File: config.mk
export PLATFORM = sky130hd
export DESIGN_NAME = ym3438_bus_if_flat
export DESIGN_NICKNAME = d
export VERILOG_FILES = /design/src/rtl/ym3438_bus_if_if.sv /design/src/rtl/ym3438_bus_if.sv /design/src/flat_wrapper.sv
export SDC_FILE = /design/constraint.sdc
export NUM_CORES = 1
export LEC_CHECK = 0
export CORE_MARGIN = 4
export CORE_UTILIZATION = 50
export CTS_BUF_LIST = sky130_fd_sc_hd__clkbuf_16
export DETAILED_ROUTE_END_ITERATION = 10
export PLACE_DENSITY = 0.77
export SYNTH_ARGS = -nofsm -noshare
export SYNTH_HDL_FRONTEND = slang
export SYNTH_SLANG_ARGS = --single-unit
export TNS_END_PERCENT = 30
File: constraint.sdc
create_clock -name MCLK -period 5.2 [get_ports MCLK]
set_input_delay 0.52 -clock MCLK [delete_from_list [all_inputs] [get_ports MCLK]]
set_output_delay 0.52 -clock MCLK [all_outputs]
set_load 0.01 [all_outputs]
File: src/rtl/ym3438_bus_if_if.sv
`default_nettype none
// +----------------------------------------------------------------------------+
// | ym3438_bus_if_if : host-side CPU bus bundle (strobes, address, data, OE)   |
// | Revision: 1.0                                                              |
// +----------------------------------------------------------------------------+
interface ym3438_bus_if_if;
    logic       CS_n;
    logic       WR_n;
    logic       RD_n;
    logic [1:0] A;
    logic [7:0] D_in;
    logic [7:0] D_out;
    logic       D_oe;

    modport master (output CS_n, WR_n, RD_n, A, D_in, input D_out, D_oe);
    modport slave  (input CS_n, WR_n, RD_n, A, D_in, output D_out, D_oe);
endinterface
`default_nettype wire

File: src/rtl/ym3438_bus_if.sv
`default_nettype none
// +----------------------------------------------------------------------------+
// | ym3438_bus_if : OPN2 CPU bus front end - synchronises host writes, replays  |
// | them as one-c1-cycle strobes, generates busy and the status read byte.      |
// | Optional: YM3438_STATUS_ALL_ADDR_EN makes status readable at all addresses. |
// | Revision: 1.0                                                               |
// +----------------------------------------------------------------------------+
module ym3438_bus_if #(
    parameter int BUSY_CYCLES = 32
) (
    input  logic           MCLK,
    input  logic           nIC,
    input  logic           c1,
    input  logic           timer_a_ovf,
    input  logic           timer_b_ovf,
    ym3438_bus_if_if.slave host,
    output logic [7:0]     data,
    output logic           bank,
    output logic           write_addr_en,
    output logic           write_data_en,
    output logic           busy
);
    localparam logic [5:0] BUSY_LOAD = 6'(BUSY_CYCLES);

    logic [1:0] cs_sync_q, wr_sync_q, rd_sync_q;
    logic       wr_prev_q;
    logic [1:0] a_sync1_q, a_sync2_q;
    logic [7:0] d_sync1_q, d_sync2_q;

    logic       pending_q;
    logic [1:0] hold_a_q;
    logic [7:0] hold_d_q;

    logic [7:0] data_q;
    logic       bank_q, addr_en_q, data_en_q;
    logic [5:0] busy_cnt_q, busy_cnt_d;

    logic [7:0] dout_q;
    logic       doe_q;

    logic       capture, issue, addr_ok, rd_active;

    // Strobe synchronisers reset to the inactive (high) level so that leaving
    // reset never looks like a host access or a WR_n rising edge.
    always_ff @(posedge MCLK or posedge nIC) begin
        if (nIC) begin
            cs_sync_q <= 2'b11;
            wr_sync_q <= 2'b11;
            rd_sync_q <= 2'b11;
            wr_prev_q <= 1'b1;
            a_sync1_q <= 2'b00;
            a_sync2_q <= 2'b00;
            d_sync1_q <= 8'h00;
            d_sync2_q <= 8'h00;
        end else begin
            cs_sync_q <= {cs_sync_q[0], host.CS_n};
            wr_sync_q <= {wr_sync_q[0], host.WR_n};
            rd_sync_q <= {rd_sync_q[0], host.RD_n};
            wr_prev_q <= wr_sync_q[1];
            a_sync1_q <= host.A;
            a_sync2_q <= a_sync1_q;
            d_sync1_q <= host.D_in;
            d_sync2_q <= d_sync1_q;
        end
    end

    assign capture = wr_sync_q[1] & ~wr_prev_q & ~cs_sync_q[1];
    assign issue   = c1 & pending_q;

    always_comb begin
        busy_cnt_d = busy_cnt_q;
        if (c1) begin
            if (issue && hold_a_q[0])
                busy_cnt_d = BUSY_LOAD;
            else if (busy_cnt_q != 6'd0)
                busy_cnt_d = busy_cnt_q - 6'd1;
        end
    end

    // Issue reads the old holding register before a same-edge capture replaces it.
    always_ff @(posedge MCLK or posedge nIC) begin
        if (nIC) begin
            pending_q  <= 1'b0;
            hold_a_q   <= 2'b00;
            hold_d_q   <= 8'h00;
            data_q     <= 8'h00;
            bank_q     <= 1'b0;
            addr_en_q  <= 1'b0;
            data_en_q  <= 1'b0;
            busy_cnt_q <= 6'd0;
        end else begin
            busy_cnt_q <= busy_cnt_d;
            if (c1) begin
                addr_en_q <= issue & ~hold_a_q[0];
                data_en_q <= issue &  hold_a_q[0];
                if (issue) begin
                    data_q    <= hold_d_q;
                    bank_q    <= hold_a_q[1];
                    pending_q <= 1'b0;
                end
            end
            if (capture) begin
                hold_a_q  <= a_sync2_q;
                hold_d_q  <= d_sync2_q;
                pending_q <= 1'b1;
            end
        end
    end

`ifdef YM3438_STATUS_ALL_ADDR_EN
    assign addr_ok = 1'b1;
`else
    assign addr_ok = (a_sync2_q == 2'b00);
`endif

    assign rd_active = ~cs_sync_q[1] & ~rd_sync_q[1] & addr_ok;

    always_ff @(posedge MCLK or posedge nIC) begin
        if (nIC) begin
            dout_q <= 8'h00;
            doe_q  <= 1'b0;
        end else begin
            dout_q <= {busy, 5'b00000, timer_b_ovf, timer_a_ovf};
            doe_q  <= rd_active;
        end
    end

    assign data          = data_q;
    assign bank          = bank_q;
    assign write_addr_en = addr_en_q;
    assign write_data_en = data_en_q;
    assign busy          = (busy_cnt_q != 6'd0);
    assign host.D_out    = dout_q;
    assign host.D_oe     = doe_q;
endmodule
`default_nettype wire

File: src/flat_wrapper.sv
// flat-port wrapper written by rule: the top's interface ports become plain ports
module ym3438_bus_if_flat 
#(
    parameter int BUSY_CYCLES = 32
)
  (MCLK, nIC, c1, timer_a_ovf, timer_b_ovf, data, bank, write_addr_en, write_data_en, busy, host_CS_n, host_WR_n, host_RD_n, host_A, host_D_in, host_D_out, host_D_oe);
  ym3438_bus_if_if host_i ();
  input  logic MCLK;
  input  logic nIC;
  input  logic c1;
  input  logic timer_a_ovf;
  input  logic timer_b_ovf;
  output logic [7:0] data;
  output logic bank;
  output logic write_addr_en;
  output logic write_data_en;
  output logic busy;
  input wire logic [$bits(host_i.CS_n)-1:0] host_CS_n;
  input wire logic [$bits(host_i.WR_n)-1:0] host_WR_n;
  input wire logic [$bits(host_i.RD_n)-1:0] host_RD_n;
  input wire logic [$bits(host_i.A)-1:0] host_A;
  input wire logic [$bits(host_i.D_in)-1:0] host_D_in;
  output wire logic [$bits(host_i.D_out)-1:0] host_D_out;
  output wire logic [$bits(host_i.D_oe)-1:0] host_D_oe;
  assign host_i.CS_n = host_CS_n;
  assign host_i.WR_n = host_WR_n;
  assign host_i.RD_n = host_RD_n;
  assign host_i.A = host_A;
  assign host_i.D_in = host_D_in;
  assign host_D_out = host_i.D_out;
  assign host_D_oe = host_i.D_oe;
  ym3438_bus_if #(.BUSY_CYCLES(BUSY_CYCLES)) u_core (.MCLK(MCLK), .nIC(nIC), .c1(c1), .timer_a_ovf(timer_a_ovf), .timer_b_ovf(timer_b_ovf), .host(host_i), .data(data), .bank(bank), .write_addr_en(write_addr_en), .write_data_en(write_data_en), .busy(busy));
endmodule
After elaboration in Yosys (flattened, before gate mapping)
Cells that the tools add are included.

storage, ports and cells
  word-level logic and storage cells = 44
  flip-flop bits (word level) = 59

cells by class
  bitwise logic cells = 11
  reduce and logical (&&, ||, !) cells = 9
  mux-type cells = 5
  add/sub/neg operators = 1

operators with widths
  kind                 number
  $mux 6               2
  $and 1x1->1          7
  $reduce_and 2->1     3
  $reduce_bool 2->1    3
  $reduce_bool 6->1    1
  $sub 6x1->6 const B  1
  $not 1->1            4
  $mux 1               3
  $logic_not 2->1      1
  $logic_and 1x1->1    1

Longest topological paths before layout
  depth in word-level cells = 5
  mapped depth = 6
  depth with buffers taken out = 6

Worst setup path before layout
OpenSTA, ideal clock, no wires.

  kind = flip-flop to output port
  start = register u_core.busy_cnt_q[0]
  end = output busy
  cell stages (with the launch flop) = 5
  path buffers = 0
  arrival time = 1.362 ns
  required time = 4.680 ns
  setup slack = 3.318 ns
  cells stage by stage = dfrtp_1 inv_1 ha_1 or4b_4 or2_2

on the way
  longest elaborated chain between the ends = 1

ends and longest elaborated chain
  what                    line                  RTL
  start, declared         ym3438_bus_if.sv:36   logic [5:0] busy_cnt_q, busy_cnt_d;
  start signal, assigned  ym3438_bus_if.sv:92   busy_cnt_q <= busy_cnt_d;
  $reduce_bool 6->1       ym3438_bus_if.sv:132  assign busy = (busy_cnt_q != 6'd0);
  end, declared           flat_wrapper.sv:17    output logic busy;

Every way passes these cells.

Worst setup path in the final report
Ends and elaborated chain as after synthesis.

==> run metrics <==
largest net degree at the start of global routing=60; Post-synth ARST share=100.0%; H-tree depth=3; CP endpoint kind=output port; DRT Wirelength=3192 um; max incr delay on CP=0.48 ns; largest family of logic cells by synthesized area=multiplexers; Total GRT Usage=14.39%; initial antenna violation count=0; FF+latch count, synth=59; Clock power frac=37.2%; Setup Skew=0.007032 ns; Final Hold Fails=0; slew margin rel.=23.74%; clk buf depth=2; Max Cap Viol=0; grt total ovfl=0; power per cell area=505.0 mW/mm2; hold path depth=0; fin. max-slew vios=0; VDD IR max=328.9 uV; Seq pwr share=44.8%; CP cell instances=inv_1, ha_1, or4b_4, or2_2, clkdlybuf4s50_1; type of origin of the critical path=flip-flop; ys flop type=dfrtp_1; IO buf count=33; sequential fraction of the synthesis area=73.82%; synthesized area per cell=16.10 um2; Die Area=0.005103 mm2; Compound-Gate Fraction of Synth Area=5.224%; critical path's slowest cell=clkdlybuf4s50_1; Post-Synth Simple-Gate Area=4.415%; DRC Markers=0; Hold-fix buffers, CTS=0; RSZ-0062 raised after global routing=no; Combinational Power Share=18.0%; post-route setup TNS=0 ns; crit-path max FO=3; minimum clock period=2.741 ns; wire per inst=14.64 um; Worst Path Required=4.68 ns; PostCTS Resize Cnt=0; fin cells=218; share of layout cells above drive strength 1=25.88%; vias in the first global route=1140; Setup Buffers After CTS=0; GP Congestion=0.6275; Worst-path clk slew=0.05 ns; YS warnings=0; drt first pass iters=4; Initial Util=53.35%; Setup Viol. Count Final=0; mux share of post-synthesis cell area=10.63%; Detail Route Antenna Nets=0; final net count=185; Site Rows=22; ratio of final minimum period to clock period=52.70%; root buf cell=clkbuf_16; P_sw=334.9 uW; die span in x=71.44 um; CTS tree=done; Worst R2R End=u_core.busy_cnt_q[5]; Netlist cell types=30; commonest non-fill, non-tap cells in the layout=52 x dfrtp_1, 33 x clkdlybuf4s50_1, 19 x mux2_2, 9 x clkbuf_16, 8 x inv_1; EDFF count, synth=0; outcome=complete, no violations; Post-Syn Instances=125; vias per cell=4.839; placed insts=202; mapped cell area=0.002012 mm2; R2R cell count=6; hold path endpoint=u_core.d_sync2_q[4]; r2r setup slk=3.42 ns; Diodes inserted=0; Layout fillers=251; Layout Area Growth over Synthesis=30.60%; vias=1055; Worst Setup Path Type=flip-flop to output port; # IOs=39; Starting DRT DRC Count=116; clk_lat worst skew=0.32 ns; placeable core area=0.003771 mm2; Num CTS Buffers=9; hpwl dp=2101 um; XOR/XNOR Fraction of Synth Area=0.8706%; Final Core Density=69.67%; CP arrival=2.22 ns; Synth Area in Adders=1.244%; die height=71.44 um; Power Internal=991.9 uW; reg-to-reg startpoint=u_core.busy_cnt_q[0]; first-pass GRT wire length=5368 um; worst hold-check path type=flip-flop to flip-flop; commonest non-fill, non-tap cell in the layout=dfrtp_1; Worst Hold Launch=u_core.d_sync1_q[4]; fmax=364.9 MHz; Static Leak=0.001174 uW; CTS sink cnt=59; Worst-Margin Slew=1.142 ns; WHS=0.3439 ns; total power=1327 uW; Sw Share=25.24%
==> cell usage after synthesis (2+ instances only) <==
| cell | instances | share of area [%] |
|---|---|---|
| xnor2_1 | 2 | 0.87 |
| a21o_1 | 2 | 0.75 |
| inv_1 | 6 | 1.1 |
| mux2_2 | 19 | 11 |
| buf_4 | 5 | 1.9 |
| dfstp_2 | 7 | 9.1 |
| clkbuf_1 | 2 | 0.37 |
| ha_1 | 2 | 1.2 |
| nor2_1 | 7 | 1.3 |
| o21ai_0 | 2 | 0.50 |
| dfrtp_1 | 52 | 65 |
==> power groups by stage <==
stage | sequential (uW) | clock, uW | combinational (uW)
3_5_place_dp | 600 | 0 | 243
3_3_place_gp | 593 | 0 | 226
5_1_grt | 605 | 530 | 262
6_report | 595 | 493 | 239
4_1_cts | 595 | 506 | 244
2_1_floorplan | 603 | 0 | 128
==> worst max path at each step <==
stage,startpoint,to,cells after the start
finish,u_core.busy_cnt_q[0],busy,5
global route,u_core.busy_cnt_q[0],busy,5
CTS,u_core.busy_cnt_q[0],busy,5
detailed placement,u_core.busy_cnt_q[0],busy,5
global placement,u_core.busy_cnt_q[0],busy,5
floorplan,nIC,u_core.a_sync1_q[0],1
==> layer usage <==
| layer | global-route usage (%) | routed length, um | vias to the layer above |
|---|---|---|---|
| met1 | 17.20 | 1344 | 514 |
| li1 | - | - | 496 |
| met3 | 6.311 | 215 | 8 |
| met4 | 6.889 | 44 | 0 |
| met2 | 22.35 | 1588 | 37 |
| met5 | 0 | 0 | - |
==> cell families (layout without fill, tap and decap cells) <==
group,count (synthesis),count (layout)
buffers and inverters,14,55
adder cells (fa/ha/maj),2,2
AND/OR/NAND/NOR,16,16
XOR/XNOR,2,2
multiplexers,19,19
other,1,5
AO/OA/AOI/OAI,12,12
flip-flops,59,59
==> state kept, by name, indices dropped and copies added, names as in the netlist, 3 cells and up <==
signal             count
u_core.busy_cnt_q      6
u_core.host.D_out      3
u_core.hold_d_q        8
u_core.data            8
u_core.d_sync2_q       8
u_core.d_sync1_q       8
==> critical path: cells and delay by family (launching register included) <==
| kind | cells | cell delay [ns] |
|---|---|---|
| adder cells (fa/ha/maj) | 1 | 0.15 |
| buffers and inverters | 2 | 0.58 |
| flip-flops | 1 | 0.40 |
| AND/OR/NAND/NOR | 2 | 0.77 |
==> metrics by stage <==
stage / cell area, um2 / setup WS (ns)
floorplan: 2027 / 3.235
global placement: 2372 / 2.851
detailed placement: 2372 / 2.786
CTS: 2628 / 2.443
global route: 2628 / 2.380
finish: 2628 / 2.460
==> final cells by class <==
type	instances	area, um2	share of cell area [%]
Sequential cell	59	1485	56.52
Multi-Input combinational cell	56	474.2	18.05
Timing Repair Buffer	33	330.3	12.57
Clock buffer	9	225.2	8.571
Tap cell	48	60.06	2.286
Clock inverter	7	30.03	1.143
Inverter	6	22.52	0.8571
Power figures use the tool's default switching activity.
